[src/rtl/rv_mem_pkg.sv]
// Shared types for the core's memory port: access sizes, arbiter state, owner.
package rv_mem_pkg;

  localparam logic [1:0] SZ_B = 2'b00;
  localparam logic [1:0] SZ_H = 2'b01;
  localparam logic [1:0] SZ_W = 2'b10;

  typedef enum logic {
    ST_IDLE = 1'b0,
    ST_BUSY = 1'b1
  } state_e;

  typedef enum logic {
    OWN_IF = 1'b0,
    OWN_LS = 1'b1
  } owner_e;

endpackage

[src/rtl/mem_lane_align.sv]
// Size + low address bits -> byte enables, lane-shifted store data, misalignment flag.
module mem_lane_align
  import rv_mem_pkg::*;
(
  input  logic [1:0]  size_i,
  input  logic [1:0]  addr_lo_i,
  input  logic [31:0] wdata_i,
  output logic [3:0]  be_o,
  output logic [31:0] wdata_o,
  output logic        misaligned_o
);

  // Decode lanes; the illegal size encoding is reported as misaligned so the
  // arbiter answers it with an error and never touches memory.
  always_comb begin
    be_o         = 4'b0000;
    misaligned_o = 1'b0;
    wdata_o      = wdata_i << {addr_lo_i, 3'b000};
    case (size_i)
      SZ_B: be_o = 4'b0001 << addr_lo_i;
      SZ_H: begin
        be_o         = 4'b0011 << addr_lo_i;
        misaligned_o = addr_lo_i[0];
      end
      SZ_W: begin
        be_o         = 4'b1111;
        misaligned_o = |addr_lo_i;
      end
      default: misaligned_o = 1'b1;
    endcase
  end

endmodule

[src/rtl/mem_port_arbiter.sv]
// Round-robin arbiter sharing the single memory port between fetch and load/store.
// One transaction outstanding; all outputs registered; bounded by a BUSY timeout.
module mem_port_arbiter
  import rv_mem_pkg::*;
#(
  parameter int unsigned TIMEOUT = 255
) (
  input  logic        clk,
  input  logic        rst,
  input  logic        if_req_i,
  input  logic [31:0] if_addr_i,
  output logic        if_gnt_o,
  output logic        if_rvalid_o,
  output logic [31:0] if_rdata_o,
  output logic        if_err_o,
  input  logic        ls_req_i,
  input  logic [31:0] ls_addr_i,
  input  logic        ls_we_i,
  input  logic [1:0]  ls_size_i,
  input  logic [31:0] ls_wdata_i,
  output logic        ls_gnt_o,
  output logic        ls_rvalid_o,
  output logic [31:0] ls_rdata_o,
  output logic        ls_err_o,
  output logic        mem_req_o,
  output logic [31:0] mem_addr_o,
  output logic        mem_we_o,
  output logic [3:0]  mem_be_o,
  output logic [31:0] mem_wdata_o,
  input  logic        mem_ack_i,
  input  logic [31:0] mem_rdata_i
);

  localparam int unsigned CW = (TIMEOUT < 2) ? 1 : $clog2(TIMEOUT + 1);
  localparam logic [CW-1:0] TO_V = CW'(TIMEOUT);

  state_e      state_q;
  owner_e      last_q;   // most recent grant; also owner of the BUSY transaction
  logic [CW-1:0] cnt_q;

  logic        if_gnt_q, if_rvalid_q, if_err_q;
  logic [31:0] if_rdata_q;
  logic        ls_gnt_q, ls_rvalid_q, ls_err_q;
  logic [31:0] ls_rdata_q;
  logic        mem_req_q, mem_we_q;
  logic [31:0] mem_addr_q, mem_wdata_q;
  logic [3:0]  mem_be_q;

  logic        sel_go, sel_ls, sel_we, sel_mis;
  logic [31:0] sel_addr, sel_wdata, sel_wdata_sh;
  logic [1:0]  sel_size;
  logic [3:0]  sel_be;
  logic [CW-1:0] cnt_inc;
  logic        tmo_hit;

  // Pick a requester. No selection while a grant pulse is out: the requester
  // still holds req through the edge ending its gnt cycle, and after an
  // error-only grant the arbiter is already IDLE in that cycle.
  always_comb begin
    sel_go    = (state_q == ST_IDLE) && !if_gnt_q && !ls_gnt_q && (if_req_i || ls_req_i);
    sel_ls    = ls_req_i && (!if_req_i || (last_q == OWN_IF));
    sel_addr  = sel_ls ? ls_addr_i  : if_addr_i;
    sel_size  = sel_ls ? ls_size_i  : SZ_W;
    sel_wdata = sel_ls ? ls_wdata_i : 32'h0;
    sel_we    = sel_ls && ls_we_i;
    cnt_inc   = cnt_q + 1'b1;
    tmo_hit   = (TIMEOUT != 0) && (cnt_inc == TO_V);
  end

  mem_lane_align u_align (
    .size_i       (sel_size),
    .addr_lo_i    (sel_addr[1:0]),
    .wdata_i      (sel_wdata),
    .be_o         (sel_be),
    .wdata_o      (sel_wdata_sh),
    .misaligned_o (sel_mis)
  );

  // IDLE/BUSY control with registered grant, response and memory-port outputs.
  always_ff @(posedge clk or posedge rst) begin
    if (rst) begin
      state_q     <= ST_IDLE;
      last_q      <= OWN_LS;
      cnt_q       <= '0;
      if_gnt_q    <= 1'b0;
      if_rvalid_q <= 1'b0;
      if_err_q    <= 1'b0;
      if_rdata_q  <= '0;
      ls_gnt_q    <= 1'b0;
      ls_rvalid_q <= 1'b0;
      ls_err_q    <= 1'b0;
      ls_rdata_q  <= '0;
      mem_req_q   <= 1'b0;
      mem_we_q    <= 1'b0;
      mem_addr_q  <= '0;
      mem_wdata_q <= '0;
      mem_be_q    <= '0;
    end else begin
      if_gnt_q    <= 1'b0;
      if_rvalid_q <= 1'b0;
      if_err_q    <= 1'b0;
      if_rdata_q  <= '0;
      ls_gnt_q    <= 1'b0;
      ls_rvalid_q <= 1'b0;
      ls_err_q    <= 1'b0;
      ls_rdata_q  <= '0;
      case (state_q)
        ST_IDLE: begin
          if (sel_go) begin
            last_q   <= sel_ls ? OWN_LS : OWN_IF;
            if_gnt_q <= !sel_ls;
            ls_gnt_q <= sel_ls;
            if (sel_mis) begin
              // Answered immediately with an error; memory is never touched.
              if_rvalid_q <= !sel_ls;
              if_err_q    <= !sel_ls;
              ls_rvalid_q <= sel_ls;
              ls_err_q    <= sel_ls;
            end else begin
              state_q     <= ST_BUSY;
              cnt_q       <= '0;
              mem_req_q   <= 1'b1;
              mem_addr_q  <= {sel_addr[31:2], 2'b00};
              mem_we_q    <= sel_we;
              mem_be_q    <= sel_be;
              mem_wdata_q <= sel_wdata_sh;
            end
          end
        end
        ST_BUSY: begin
          if (mem_ack_i || tmo_hit) begin
            // Ack takes priority over a timeout expiring in the same cycle.
            state_q     <= ST_IDLE;
            mem_req_q   <= 1'b0;
            mem_we_q    <= 1'b0;
            mem_addr_q  <= '0;
            mem_wdata_q <= '0;
            mem_be_q    <= '0;
            if_rvalid_q <= (last_q == OWN_IF);
            ls_rvalid_q <= (last_q == OWN_LS);
            if_err_q    <= (last_q == OWN_IF) && !mem_ack_i;
            ls_err_q    <= (last_q == OWN_LS) && !mem_ack_i;
            if_rdata_q  <= ((last_q == OWN_IF) && mem_ack_i && !mem_we_q) ? mem_rdata_i : 32'h0;
            ls_rdata_q  <= ((last_q == OWN_LS) && mem_ack_i && !mem_we_q) ? mem_rdata_i : 32'h0;
          end else begin
            cnt_q <= cnt_inc;
          end
        end
        default: state_q <= ST_IDLE;
      endcase
    end
  end

  assign if_gnt_o    = if_gnt_q;
  assign if_rvalid_o = if_rvalid_q;
  assign if_err_o    = if_err_q;
  assign if_rdata_o  = if_rdata_q;
  assign ls_gnt_o    = ls_gnt_q;
  assign ls_rvalid_o = ls_rvalid_q;
  assign ls_err_o    = ls_err_q;
  assign ls_rdata_o  = ls_rdata_q;
  assign mem_req_o   = mem_req_q;
  assign mem_addr_o  = mem_addr_q;
  assign mem_we_o    = mem_we_q;
  assign mem_be_o    = mem_be_q;
  assign mem_wdata_o = mem_wdata_q;

endmodule

[config.mk]
export PLATFORM = sky130hd
export DESIGN_NAME = mem_port_arbiter
export DESIGN_NICKNAME = d
export VERILOG_FILES = /design/src/rtl/rv_mem_pkg.sv /design/src/rtl/mem_lane_align.sv /design/src/rtl/mem_port_arbiter.sv
export SDC_FILE = /design/constraint.sdc
export NUM_CORES = 1
export LEC_CHECK = 0
export CORE_MARGIN = 2
export CORE_UTILIZATION = 43
export CTS_BUF_LIST = sky130_fd_sc_hd__clkbuf_8 sky130_fd_sc_hd__clkbuf_16
export CTS_CLUSTER_DIAMETER = 50
export DETAILED_ROUTE_END_ITERATION = 10
export PLACE_DENSITY = 0.81
export SYNTH_ARGS = -nofsm -noshare
export SYNTH_HDL_FRONTEND = slang
export SYNTH_SLANG_ARGS = --single-unit
export TNS_END_PERCENT = 100
[constraint.sdc]
create_clock -name clk -period 6.9 [get_ports clk]
set_clock_uncertainty 0.15 [all_clocks]
set_input_delay 1.035 -clock clk [delete_from_list [all_inputs] [get_ports clk]]
set_output_delay 1.035 -clock clk [all_outputs]
set_load 0.01 [all_outputs]
# After elaboration in Yosys (flattened, before gate mapping)
# Cells that the tools add are included.
dict set report word_totals {
  word_cells 108
  out_inout_bits 140
  regBits 150
  input_bits 136
}
dict set report op_classes {
  n_eq_ne 7
  shifts 3
  n_bitwise 2
  muxes 54
  add_sub_neg 1
  reduce_logical 25
}
# operator n
set op_table {}
lappend op_table {{$mux 32} 13}
lappend op_table {{$pmux 32 s2} 2}
lappend op_table {{$shl 32x5->32} 1}
lappend op_table {{$mux 8} 3}
lappend op_table {{$mux 1} 21}
lappend op_table {{$pmux 8 s2} 1}
lappend op_table {{$pmux 1 s2} 7}
lappend op_table {{$mux 4} 3}
lappend op_table {{$pmux 4 s3} 1}
lappend op_table {{$logic_and 1x1->1} 11}
lappend op_table {{$add 8x1->8 const B} 1}
lappend op_table {{$eq 8x8->1 const B} 1}
lappend op_table {{$pmux 4 s2} 1}
lappend op_table {{$logic_not 1->1} 6}
lappend op_table {{$ne 2x2->1 const B} 3}
lappend op_table {{$reduce_and 3->1} 2}
lappend op_table {{$shl 1x2->4 const A} 1}
lappend op_table {{$shl 2x2->4 const A} 1}
lappend op_table {{$logic_or 1x1->1} 3}
lappend op_table {{$pmux 1 s3} 1}
lappend op_table {{$eq 2x1->1 const B} 1}
lappend op_table {{$eq 2x2->1 const B} 1}
lappend op_table {{$logic_not 2->1} 1}
lappend op_table {{$mux 2} 1}
lappend op_table {{4 further kinds} 5}

# Depth between registers and ports, before layout
dict set report depth {
  ltp_word 9
  mapped_depth 10
  depth_no_buf 8
}

# Cells and area by module
# From an unflattened synthesis, not the netlist that was laid out.
dict set report hier_totals {
  cells_unflattened 632
  hier_area_um2 6747.7
}
# module seq_area_each_um2 instances cells_per_inst area_each_um2
set by_module_without_submodules {}
lappend by_module_without_submodules {mem_port_arbiter 3704.8 1 553 6093.3}
lappend by_module_without_submodules {mem_lane_align 0.0 1 79 654.4}

# Worst setup path before layout
# Ideal clock, no wire load.
dict set report synth_timing {
  path_type {in2reg}
  startpoint {in ls_req_i}
  endpoint {reg mem_wdata_q[24], in the netlist mem_wdata_o[24]}
  arrival_ns 2.283
  slack_ns 4.340
  path_buffers 2
  stages 6
  setup_ns 0.127
  required_ns 6.623
  path_cell_list {a21bo_2 -> buf_2 -> mux2_4 -> clkbuf_1 -> a221oi_1 -> nor3_2}
}
dict set report synth_via {
  elab_chain_len 6
  elab_cells_between_ends 18
  classes_between {eq/ne: 4; shift: 1; mux: 7; reduce/logical: 6}
}
# element line
set synth_rtl {}
lappend synth_rtl {{start, declared} mem_port_arbiter.sv:16} ;# input logic ls_req_i,
lappend synth_rtl {{$logic_and 1x1->1} mem_port_arbiter.sv:61} ;# sel_ls = ls_req_i && (!if_req_i || (last_q == OWN_IF));
lappend synth_rtl {{$mux 32, or another cell as far along} mem_port_arbiter.sv:64} ;# sel_wdata = sel_ls ? ls_wdata_i : 32'h0;
lappend synth_rtl {{$shl 32x5->32, or another cell as far along} mem_lane_align.sv:18} ;# wdata_o = wdata_i << {addr_lo_i, 3'b000};
lappend synth_rtl {{$mux 32 / $pmux 1 s3 (equally long branches)} {mem_port_arbiter.sv:113, mem_lane_align.sv:19}}
lappend synth_rtl {{$mux 32 / $ne 2x2->1 (equally long branches)} --}
lappend synth_rtl {{$pmux 32 s2 / $reduce_and 3->1 (equally long branches)} --}
lappend synth_rtl {{end signal, assigned} mem_port_arbiter.sv:126} ;# mem_wdata_q <= sel_wdata_sh;
lappend synth_rtl {{end, declared} mem_port_arbiter.sv:46} ;# logic [31:0] mem_addr_q, mem_wdata_q;
# Several ways; a longest one is shown, not always the timed one. The select of a mux whose other input is x is not followed.
# A chain may end at the register's enable or synchronous reset.

# Worst setup path after layout
dict set report layout_timing {
  startpoint {in ls_addr_i[0]}
  endpoint {reg mem_wdata_q[15], in the netlist mem_wdata_o[15]}
}
dict set report layout_via {
  elab_chain_len 5
  elab_cells_between_ends 9
  classes_between {eq/ne: 1; shift: 1; mux: 5; reduce/logical: 2}
}
# element line
set layout_rtl {}
lappend layout_rtl {{start, declared} mem_port_arbiter.sv:17} ;# input logic [31:0] ls_addr_i,
lappend layout_rtl {{$mux 32 *} mem_port_arbiter.sv:62} ;# sel_addr = sel_ls ? ls_addr_i : if_addr_i;
lappend layout_rtl {{$shl 32x5->32 / $reduce_or 2->1 (equally long branches)} {mem_lane_align.sv:18, mem_lane_align.sv:27}}
lappend layout_rtl {{$mux 32 / $pmux 1 s3 (equally long branches)} {mem_port_arbiter.sv:113, mem_lane_align.sv:19}}
lappend layout_rtl {{$mux 32 / $ne 2x2->1 (equally long branches)} --}
lappend layout_rtl {{$pmux 32 s2 / $reduce_and 3->1 (equally long branches)} --}
# Mark *: on every way between the ends. The rest lies on a longest branch, timed or not. The select of a mux whose other input is x is not followed.

==> run metrics <==
status finished clean; CP Launch Type input pin; Final min period 3.44 ns; top layer in use met4; row cnt 44; largest area contributor in the netlist dfrtp_1; post-synthesis sequential area ratio 57.0%; Design Area, Final 0.00992 mm2; final period utilization 49.9%; Clock Pin Slew Worst Setup and Hold Paths 0.07 ns; PD cells 342 mW/mm2; #FFs+latches synth 148; CTS tree yes; Netlist cell types 58; Critical R2R Launch state_q; met2 wire length 9690 um; Root Driver clkbuf_16; Multi-input gate area 0.00255 mm2; Vias/cell 5.31; Setup Crit Path Kind input pin to flip-flop; VDD IR max 0.190 mV; gr ovfl total 0; largest net degree at the start of global routing 88; syn_area_per_cell 10.5 um2; Syn Inst Count 619; max-slew violations 0; crit path DAT 3.65 ns; Flop pwr share 36.5%; Hold EP mem_wdata_o[22]; Slew @ Worst Pin 0.914 ns; Crit path max-delay family compound AO/OA/AOI/OAI gates; Worst Slack Setup Final 3.46 ns; combinational power share 34.4%; slowest stage delay, CP 0.69 ns; die width 127 um; Routed WL 20000 um; vias 5708; critical path fanouts, max 75; Post-CTS Setup Repair Bufs 0; top cell type's share of synthesized area 56.6%; top post-synthesis cells by area dfrtp_1, and2_1, nand2_1; Core ar. 0.0146 mm2; setup slack, reg-to-reg 3.94 ns; die height 127 um; TritonRoute pass-1 iters 5; setup TNS 0 ns; vias in the first global route 5760; FFs w/ async S/R, synth 100%; die area 0.0161 mm2; Hold Path Cell Cnt 1; register area 0.00370 mm2; Hold Vio Cnt, Final 0; Met1 Wirelength 7690 um; initial drt markers 399; Clock Latency Late Sink 0.42 ns; CTS buffer count 17; detailed placement HPWL 14400 um; switching share of power 32.9%; Area growth, synth to finish 52.7%; Top-Level Pins 276; Buffers on Ports 273; Cell Area, Synth 0.00650 mm2; drc violations 0; end of the worst register-to-register path mem_wdata_o[15]; antenna-violating nets left 0; max cap viols 0; Ys Warns 0; Max clock buf depth 2; Tot GR Track Use 25.3%; first-pass GRT wire length 31300 um; H-tree depth 4; Hold Crit Start mem_wdata_o[22]; NetSw 1120 uW; pre-CTS setup slack 3.03 ns; WP buf/inv 3; Hold-fix buffers, CTS 0; RSZ-0062 raised after global routing false; R2R depth 6; initial core utilization 44.4%; initial antenna violation count 1; worst-path cell chain clkdlybuf4s50_1 > buf_4 > o22ai_1 > a22o_2 > buf_4 > a21oi_4 > a22o_2; Final Setup Violations 0; Slew HR 39.0%; Filler cells 1134; Sink Count 148; Peak Freq 291 MHz; main flop type after synthesis dfrtp_1; Post-synth top cells dfrtp_1, nand2_1, and2_1; EDFF count, synth 0; routed wire length on met3 2100 um; Internal 2280 uW; Worst EP required 7.11 ns; HP Class flip-flop to flip-flop; GPL Wtd Cong 0.840; Slowest cell on crit path a21oi_4; Post-DP Area 0.00929 mm2; clock share of power 29.1%; Leakage Power 0.00435 uW; post-CTS sizing 0; count leader, synth dfrtp_1; fraction of layout cells with a size suffix above 1 9.78%; Crit. End Element flip-flop; WL/cell 18.6 um; Nets 1015
==> per-layer routing <==
layer  global-route usage, %  vias up
met3                    10.7       36
met1                    29.5     2755
li1                        -     2643
met5                       0        -
met2                    41.6      274
met4                    10.1        0
==> worst max path at each step <==
stage | cells after the start | from | end
after floorplan | 1 | rst | cnt_q[0]
after global placement | 7 | ls_addr_i[0] | mem_wdata_o[15]
after detailed placement | 7 | ls_addr_i[0] | mem_wdata_o[15]
after CTS | 7 | ls_addr_i[0] | mem_wdata_o[15]
after global routing | 7 | ls_addr_i[0] | mem_wdata_o[11]
final | 7 | ls_addr_i[0] | mem_wdata_o[15]
==> worst register-to-register path: cells and delay by family, from the launching register on <==
kind / cells / cell delay [ns]
and+or+nand+nor: 2 / 0.82
buffers and inverters: 1 / 0.55
AOI/OAI and AO/OA: 3 / 0.79
DFF: 1 / 0.55
==> state kept, by name, summed over array words and instances (netlist names), 4 cells and up <==
| signal | count |
|---|---|
| cnt_q | 8 |
| ls_rdata_o | 32 |
| if_rdata_o | 32 |
| mem_wdata_o | 32 |
| mem_be_o | 4 |
| mem_addr_o | 30 |
==> cells in the final DEF (no fill, tap or decap), types with 10 or more instances in the layout <==
master,Yosys,layout
nand2_1,88,88
clkbuf_16,0,17
and2_1,65,65
clkdlybuf4s50_1,0,273
dfrtp_1,147,147
a21oi_1,11,11
a22o_1,12,12
a31oi_1,11,11
o21ai_0,32,32
inv_6,0,10
nand3_1,37,37
nor3_2,9,10
nor2_1,58,58
==> power groups by stage <==
| stage | logic (uW) | clock network (uW) | registers [uW] |
|---|---|---|---|
| 4_1_cts | 1180 | 1000 | 1240 |
| 6_report | 1170 | 988 | 1240 |
| 2_1_floorplan | 499 | 0 | 1310 |
| 3_5_place_dp | 1180 | 0 | 1250 |
| 3_3_place_gp | 1150 | 0 | 1240 |
| 5_1_grt | 1270 | 1040 | 1270 |
==> cell type report <==
cell class	count	area share [%]
Clock buffer	17	4.29
Tap cell	184	2.32
Timing Repair Buffer	280	28.1
Antenna cell	1	0.0252
Clock inverter	15	2.07
Sequential cell	148	37.3
Multi-Input combinational cell	425	25.7
Inverter	5	0.240
==> logic make-up after synthesis <==
kind of cell | after synthesis | share of synthesized area [%]
and+or+nand+nor | 280 | 21.4
other | 1 | 0.0577
adders and majority gates | 2 | 0.385
muxes | 20 | 3.72
AOI/OAI and AO/OA | 121 | 13.3
DFF | 148 | 57.0
buffers and inverters | 47 | 4.06
==> metrics by stage <==
stage | hold WS, ns | utilization [%] | std cells | total power, uW
CTS | 0.348 | 67.8 | 1074 | 3420
global placement | 0.324 | 63.4 | 1042 | 2390
finish | 0.349 | 67.8 | 1075 | 3400
global route | 0.357 | 67.8 | 1075 | 3580
floorplan | 0.372 | - | 620 | 1800
detailed placement | 0.330 | 63.4 | 1042 | 2430
Power figures use the tool's default switching activity.
